===== config.mk =====
export PLATFORM = sky130hd
export DESIGN_NAME = alu_operand_sequencer
export DESIGN_NICKNAME = d
export VERILOG_FILES = /design/src/rtl/alu_operand_sequencer_pkg.sv /design/src/rtl/alu_operand_sequencer_strobe_sync_edge.sv /design/src/rtl/alu_operand_sequencer.sv
export SDC_FILE = /design/constraint.sdc
export NUM_CORES = 1
export LEC_CHECK = 0
export ABC_AREA = 1
export ABC_CLOCK_PERIOD_IN_PS = 4700
export CAP_MARGIN = 15
export CORE_MARGIN = 5
export CORE_UTILIZATION = 40
export DETAILED_ROUTE_END_ITERATION = 10
export RECOVER_POWER = 100
export SLEW_MARGIN = 20
export SYNTH_ARGS = -nofsm -noshare
export SYNTH_HDL_FRONTEND = slang
export SYNTH_SLANG_ARGS = --single-unit

===== constraint.sdc =====
create_clock -name clk -period 4.7 [get_ports clk]
set_input_delay 1.175 -clock clk [delete_from_list [all_inputs] [get_ports clk]]
set_output_delay 1.175 -clock clk [all_outputs]
set_load 0.01 [all_outputs]

===== src/rtl/alu_operand_sequencer_pkg.sv =====
// Shared types and constants for the ALU operand sequencer: state encoding,
// opcode values and the registered ALU result payload.
package alu_operand_sequencer_pkg;

  localparam int unsigned DATA_W  = 8;
  localparam int unsigned OP_W    = 2;
  localparam int unsigned STATE_W = 3;

  typedef enum logic [STATE_W-1:0] {
    WAIT_A  = 3'd0,
    WAIT_B  = 3'd1,
    WAIT_OP = 3'd2,
    EXEC    = 3'd3,
    DONE    = 3'd4
  } state_e;

  localparam state_e RESET_STATE = WAIT_A;

  localparam logic [OP_W-1:0] OP_ADD = 2'b00;
  localparam logic [OP_W-1:0] OP_SUB = 2'b01;
  localparam logic [OP_W-1:0] OP_AND = 2'b10;
  localparam logic [OP_W-1:0] OP_OR  = 2'b11;

  typedef struct packed {
    logic              carry;
    logic              zero;
    logic [DATA_W-1:0] result;
  } alu_out_t;

endpackage : alu_operand_sequencer_pkg


===== src/rtl/alu_operand_sequencer_strobe_sync_edge.sv =====
// Synchronizes an asynchronous strobe into the clk domain and emits a
// registered one-cycle pulse on each synchronized rising edge.
module strobe_sync_edge #(
  parameter int unsigned SYNC_STAGES = 2
) (
  input  logic clk,
  input  logic rst_n,
  input  logic async_in,
  output logic rise_pulse
);

  logic [SYNC_STAGES-1:0] sync_q;
  logic                   last_q;

  always_ff @(posedge clk or negedge rst_n) begin
    if (!rst_n) begin
      sync_q     <= '0;
      last_q     <= 1'b0;
      rise_pulse <= 1'b0;
    end else begin
      sync_q     <= {sync_q[SYNC_STAGES-2:0], async_in};
      last_q     <= sync_q[SYNC_STAGES-1];
      rise_pulse <= sync_q[SYNC_STAGES-1] & ~last_q;
    end
  end

endmodule : strobe_sync_edge


===== src/rtl/alu_operand_sequencer.sv =====
// Front-end sequencer for the 8-bit ALU tile: captures A, B and opcode from a
// shared strobed bus, executes one 2-bit ALU operation and holds the result.
module alu_operand_sequencer
  import alu_operand_sequencer_pkg::*;
#(
  parameter int unsigned SYNC_STAGES    = 2,
  parameter int unsigned TIMEOUT_CYCLES = 255
) (
  input  logic              clk,
  input  logic              rst_n,
  input  logic              ena,
  input  logic [DATA_W-1:0] data_in,
  input  logic              strobe_in,
  output logic [DATA_W-1:0] result_out,
  output logic              carry_out,
  output logic              zero_out,
  output logic              done,
  output logic              busy,
  output logic              timeout_err,
  output logic [STATE_W-1:0] state_dbg
);

  // Counter only ever holds 0..TIMEOUT_CYCLES-1; abort fires as it would reach the limit.
  localparam int unsigned CNT_W    = (TIMEOUT_CYCLES > 1) ? $clog2(TIMEOUT_CYCLES) : 1;
  localparam int unsigned CNT_LAST = (TIMEOUT_CYCLES == 0) ? 0 : TIMEOUT_CYCLES - 1;
  localparam bit          TO_EN    = (TIMEOUT_CYCLES != 0);

  state_e            state_q, state_d;
  logic [DATA_W-1:0] a_q, a_d;
  logic [DATA_W-1:0] b_q, b_d;
  logic [OP_W-1:0]   op_q, op_d;
  logic [CNT_W-1:0]  cnt_q, cnt_d;
  logic              timeout_err_d;
  logic              load_result;
  logic              stb_raw;
  logic              stb;
  logic              counting;
  logic              abort;
  alu_out_t          alu_res;

  strobe_sync_edge #(
    .SYNC_STAGES(SYNC_STAGES)
  ) u_strobe_sync (
    .clk       (clk),
    .rst_n     (rst_n),
    .async_in  (strobe_in),
    .rise_pulse(stb_raw)
  );

  // A disabled tile drops strobe pulses entirely.
  assign stb       = stb_raw & ena;
  assign state_dbg = state_q;

  // ALU datapath; only sampled into the output registers during EXEC.
  always_comb begin
    alu_res = '0;
    case (op_q)
      OP_ADD:  {alu_res.carry, alu_res.result} = {1'b0, a_q} + {1'b0, b_q};
      OP_SUB: begin
        alu_res.result = a_q - b_q;
        alu_res.carry  = (a_q < b_q);
      end
      OP_AND:  alu_res.result = a_q & b_q;
      default: alu_res.result = a_q | b_q;
    endcase
    alu_res.zero = (alu_res.result == '0);
  end

  // Next-state, operand capture and timeout control.
  always_comb begin
    state_d       = state_q;
    a_d           = a_q;
    b_d           = b_q;
    op_d          = op_q;
    cnt_d         = cnt_q;
    timeout_err_d = timeout_err;
    load_result   = 1'b0;
    counting      = (state_q == WAIT_B) || (state_q == WAIT_OP);
    abort         = TO_EN && ena && !stb && counting && (cnt_q == CNT_W'(CNT_LAST));

    if (ena) begin
      if (stb) begin
        cnt_d = '0;
      end else if (counting) begin
        cnt_d = cnt_q + CNT_W'(1);
      end

      case (state_q)
        WAIT_A: begin
          if (stb) begin
            a_d           = data_in;
            timeout_err_d = 1'b0;
            state_d       = WAIT_B;
          end
        end
        WAIT_B: begin
          if (stb) begin
            b_d     = data_in;
            state_d = WAIT_OP;
          end
        end
        WAIT_OP: begin
          if (stb) begin
            op_d    = data_in[OP_W-1:0];
            state_d = EXEC;
          end
        end
        EXEC: begin
          load_result = 1'b1;
          state_d     = DONE;
        end
        DONE: begin
          if (stb) begin
            a_d     = data_in;
            state_d = WAIT_B;
          end
        end
        default: state_d = RESET_STATE;
      endcase

      // A strobe in the same cycle as the limit takes priority (abort excludes stb).
      if (abort) begin
        state_d       = WAIT_A;
        timeout_err_d = 1'b1;
        cnt_d         = '0;
        a_d           = '0;
        b_d           = '0;
        op_d          = '0;
      end
    end
  end

  // State, operands and registered outputs.
  always_ff @(posedge clk or negedge rst_n) begin
    if (!rst_n) begin
      state_q     <= RESET_STATE;
      a_q         <= '0;
      b_q         <= '0;
      op_q        <= '0;
      cnt_q       <= '0;
      result_out  <= '0;
      carry_out   <= 1'b0;
      zero_out    <= 1'b0;
      done        <= 1'b0;
      busy        <= 1'b0;
      timeout_err <= 1'b0;
    end else begin
      state_q     <= state_d;
      a_q         <= a_d;
      b_q         <= b_d;
      op_q        <= op_d;
      cnt_q       <= cnt_d;
      timeout_err <= timeout_err_d;
      done        <= (state_d == DONE);
      busy        <= (state_d == WAIT_B) || (state_d == WAIT_OP) || (state_d == EXEC);
      if (load_result) begin
        result_out <= alu_res.result;
        carry_out  <= alu_res.carry;
        zero_out   <= alu_res.zero;
      end
    end
  end

endmodule : alu_operand_sequencer


==> impl_metrics.yaml <==
sta:
  rsz0062_at_grt: "no"
  final_setup_fails: 0
  worst_clock_skew_ns: 0.00560
  hold_viol_final: 0
  relSlewSlack_pct: -60.9
  timing_worst_slew_pin_value_ns: 2.41
  finalCritPeriodShare_pct: 64.0
  post-route-min-period_ns: 3.01
  maxClockFrequency_ghz: 0.332
  tns_ns: 0
  slew_viol_final: 47
power_and_ir_drop:
  p_seq_share_pct: 31.9
  power-per-cell-area_nw_per_um2: 561
  p_sw_uw: 924
  post_route_total_power_uw: 2000
  vdd_ir_drop_max_mv: 0.187
  p_comb_share_pct: 53.2
  switching_share_pct: 46.1
  static-leakage-power_uw: 0.00185
  cellInternalPower_uw: 1080
  pwr-share-clk_pct: 14.9
worst_setup_path:
  path_buf_inv: 2
  required_ns: 4.88
  cp_max_fo: 13
  longest_individual_stage_delay_on_the_worst_path_ns: 0.74
  critPathCaptureType: "flip-flop"
  criticalPathCategory: "in2reg"
  critical-path-top-delay-family: "simple AND/OR/NAND/NOR gates"
  cp-start-kind: "primary input"
  arrival_ns: 3.18
  crit_path_cell_trace: "dlygate4sd3_1, nand4_1, nand2_1, inv_1, nand3_1, o21ai_0"
  crit_path_top_delay_cell: "sky130_fd_sc_hd__dlygate4sd3_1"
clocking:
  cts_max_path_buffers: 2
  total_cts_buffers: 5
  clkTransAtPathRegs_ns: 0.09
  cts-htree-levels: 2
  cts_tree: "built"
  cts_setup_buffers: 0
  postCtsHoldBufs: 0
  numClockSinks: 46
  post_cts.resized_instances: 0
  clk_latency_ns: 0.29
  clock_tree.root_cell: "sky130_fd_sc_hd__clkbuf_8"
final_layout:
  design.final.nets: 489
  antenna-diode-count: 0
  final_common_cell: "sky130_fd_sc_hd__nand2_1"
  post_route_cells_drive_above_1_share_pct: 6.90
  syn_to_final_growth_pct: 10.5
  most-common-layout-cells: "118 x sky130_fd_sc_hd__nand2_1, 63 x sky130_fd_sc_hd__inv_1, 46 x sky130_fd_sc_hd__dfrtp_1"
  fillerInstances: 801
  finish.instance_area_um2: 3570
  final_core_utilization_pct: 45.7
synthesis:
  synth-seq-cells: 46
  syn_nets: 466
  yosys.area_share.adder_pct: 11.7
  synth.area.top_cells: "sky130_fd_sc_hd__dfrtp_1 36%, sky130_fd_sc_hd__nand2_1 14%, sky130_fd_sc_hd__ha_1 10%"
  post-synth-top-area-fraction_pct: 35.6
  largest_family_of_logic_cells_by_synthesized_area: "simple AND/OR/NAND/NOR gates"
  asyncSetResetFlopFracSynth_pct: 100
  synth_seq_area_share_pct: 35.6
  synthDominantAreaCellType: "sky130_fd_sc_hd__dfrtp_1"
  synthSimpleGateAreaFrac_pct: 31.3
  synth_compound_gate_area_share_pct: 10.5
  postSynth.topFlopCell: "sky130_fd_sc_hd__dfrtp_1"
  ys_types: 37
  synth-xor-area-share_pct: 0.271
  synthesis.yosys.warnings: 0
  synth_edf_count: 0
  syn-mean-instance-area_um2: 7.60
  netlist_instances: 425
  mapped_area_um2: 3230
  synthMuxAreaShare_pct: 0
die:
  floorplan.die.height_um: 99.9
  die_area_um2: 9970
  i_o_pin_cnt: 28
  initial_utilization_pct: 41.4
  core-area_um2: 7810
  die_width_um: 99.9
  placementRows: 32
global_route:
  grt_pass1_wl_um: 11700
  grt_start_max_net_pins: 47
  grtUsageTotal_pct: 14.5
  antenna_found_initial: 0
  globalRoute.totalOverflow: 0
  via_count_of_the_first_global_routing_pass: 2510
place:
  io_buffer_count: 27
  detailed_place.area_um2: 3530
  dpl.hpwl_um: 5490
  finalWeightedCongestion: 0.919
route:
  wl_per_cell_um: 12.6
  vias: 2694
  initialDrtViolationCount: 132
  routed_wirelength_um: 6970
  drt-pass1-iter-count: 4
  ant_nets: 0
  drc: 0
  avgViaCountPerCell: 4.89
status:
  status: "finished with violations"
  failing_checks: "capacitance limit, slew limit"
min_path:
  worstHoldPathType: "reg2reg"
run:
  max_cap_viols: 1
[cell usage after synthesis (2+ instances only)]
cell                      count
sky130_fd_sc_hd__nand3_2      2
sky130_fd_sc_hd__nand2_1    117
sky130_fd_sc_hd__nor2_2       2
sky130_fd_sc_hd__buf_4        2
sky130_fd_sc_hd__o21ai_1      4
sky130_fd_sc_hd__nor3_1       3
sky130_fd_sc_hd__inv_2        5
sky130_fd_sc_hd__dfrtp_1     46
sky130_fd_sc_hd__buf_6        5
sky130_fd_sc_hd__nand4_1      8
sky130_fd_sc_hd__nand2_2      7
sky130_fd_sc_hd__buf_2        4
sky130_fd_sc_hd__or2_2        2
sky130_fd_sc_hd__nand3_1     41
sky130_fd_sc_hd__inv_1       60
sky130_fd_sc_hd__ha_1        27
sky130_fd_sc_hd__o21ai_2     17
sky130_fd_sc_hd__fa_1         2
sky130_fd_sc_hd__o21ai_0     12
sky130_fd_sc_hd__nor3_2       2
sky130_fd_sc_hd__a21oi_1     11
sky130_fd_sc_hd__nor2_1      31
[per-stage QoR]
| stage | std cells | setup WS (ns) | hold slack [ns] |
|---|---|---|---|
| 2_1_floorplan | 425 | 2.51 | 0.331 |
| 3_3_place_gp | 543 | 1.74 | 0.345 |
| 3_5_place_dp | 543 | 1.69 | 0.339 |
| 4_1_cts | 551 | 2.02 | 0.371 |
| 5_1_grt | 551 | 1.13 | 0.380 |
| 6_report | 551 | 1.69 | 0.370 |
[worst paths after layout]
| kind | cells after the start | to | from | slack, ns |
|---|---|---|---|---|
| setup / recovery | 6 | cnt_q[0] | ena | 1.69 |
| hold / removal | 0 | u_strobe_sync.sync_q[1] | u_strobe_sync.sync_q[0] | 0.37 |
| setup reg to reg | 9 | cnt_q[0] | cnt_q[0] | 2.50 |
| hold reg to reg | 0 | u_strobe_sync.sync_q[1] | u_strobe_sync.sync_q[0] | 0.37 |
| max in group asynchronous | 1 | result_out[7] | rst_n | 1.72 |
| min in group asynchronous | 1 | b_q[6] | rst_n | 1.60 |
[logic make-up (layout without fill, tap and decap cells)]
group | count (synthesis) | in the layout
adder cells (fa/ha/maj) | 29 | 29
XOR/XNOR | 1 | 1
AND/OR/NAND/NOR | 222 | 222
AO/OA/AOI/OAI | 50 | 50
flip-flops | 46 | 46
buffers and inverters | 77 | 101
[layout make-up]
| class | count | area [um^2] | area share, % |
|---|---|---|---|
| repair buffers | 27 | 264 | 7.40 |
| inverters | 66 | 250 | 7.02 |
| clock inverters | 3 | 43.8 | 1.23 |
| well taps | 102 | 128 | 3.58 |
| flip-flops and latches | 46 | 1150 | 32.3 |
| clock buffers | 5 | 68.8 | 1.93 |
| multi-input cells | 302 | 1660 | 46.6 |
[sequential cells by signal (all words and copies together) (netlist names)]
signal	flops
op_q	2
u_strobe_sync.last_q	1
a_q	8
busy	1
cnt_q	8
done	1
zero_out	1
result_out	8
carry_out	1
b_q	8
u_strobe_sync.sync_q	2
timeout_err	1
u_strobe_sync.rise_pulse	1
state_dbg	3
[power by group through the flow]
stage / Sequential (uW) / Combinational (uW) / Clock, uW
after floorplan: 627 / 810 / 0
after global routing: 662 / 1220 / 326
final: 639 / 1070 / 298
after detailed placement: 649 / 1110 / 0
after CTS: 643 / 1110 / 310
after global placement: 646 / 1090 / 0
[metal layers]
layer  wire length [um]  track usage (%)
met2               3320             24.1
met5                  0                0
met1               3250             18.6
met3                214             2.71
met4                185             5.57
Power figures use the tool's default switching activity.
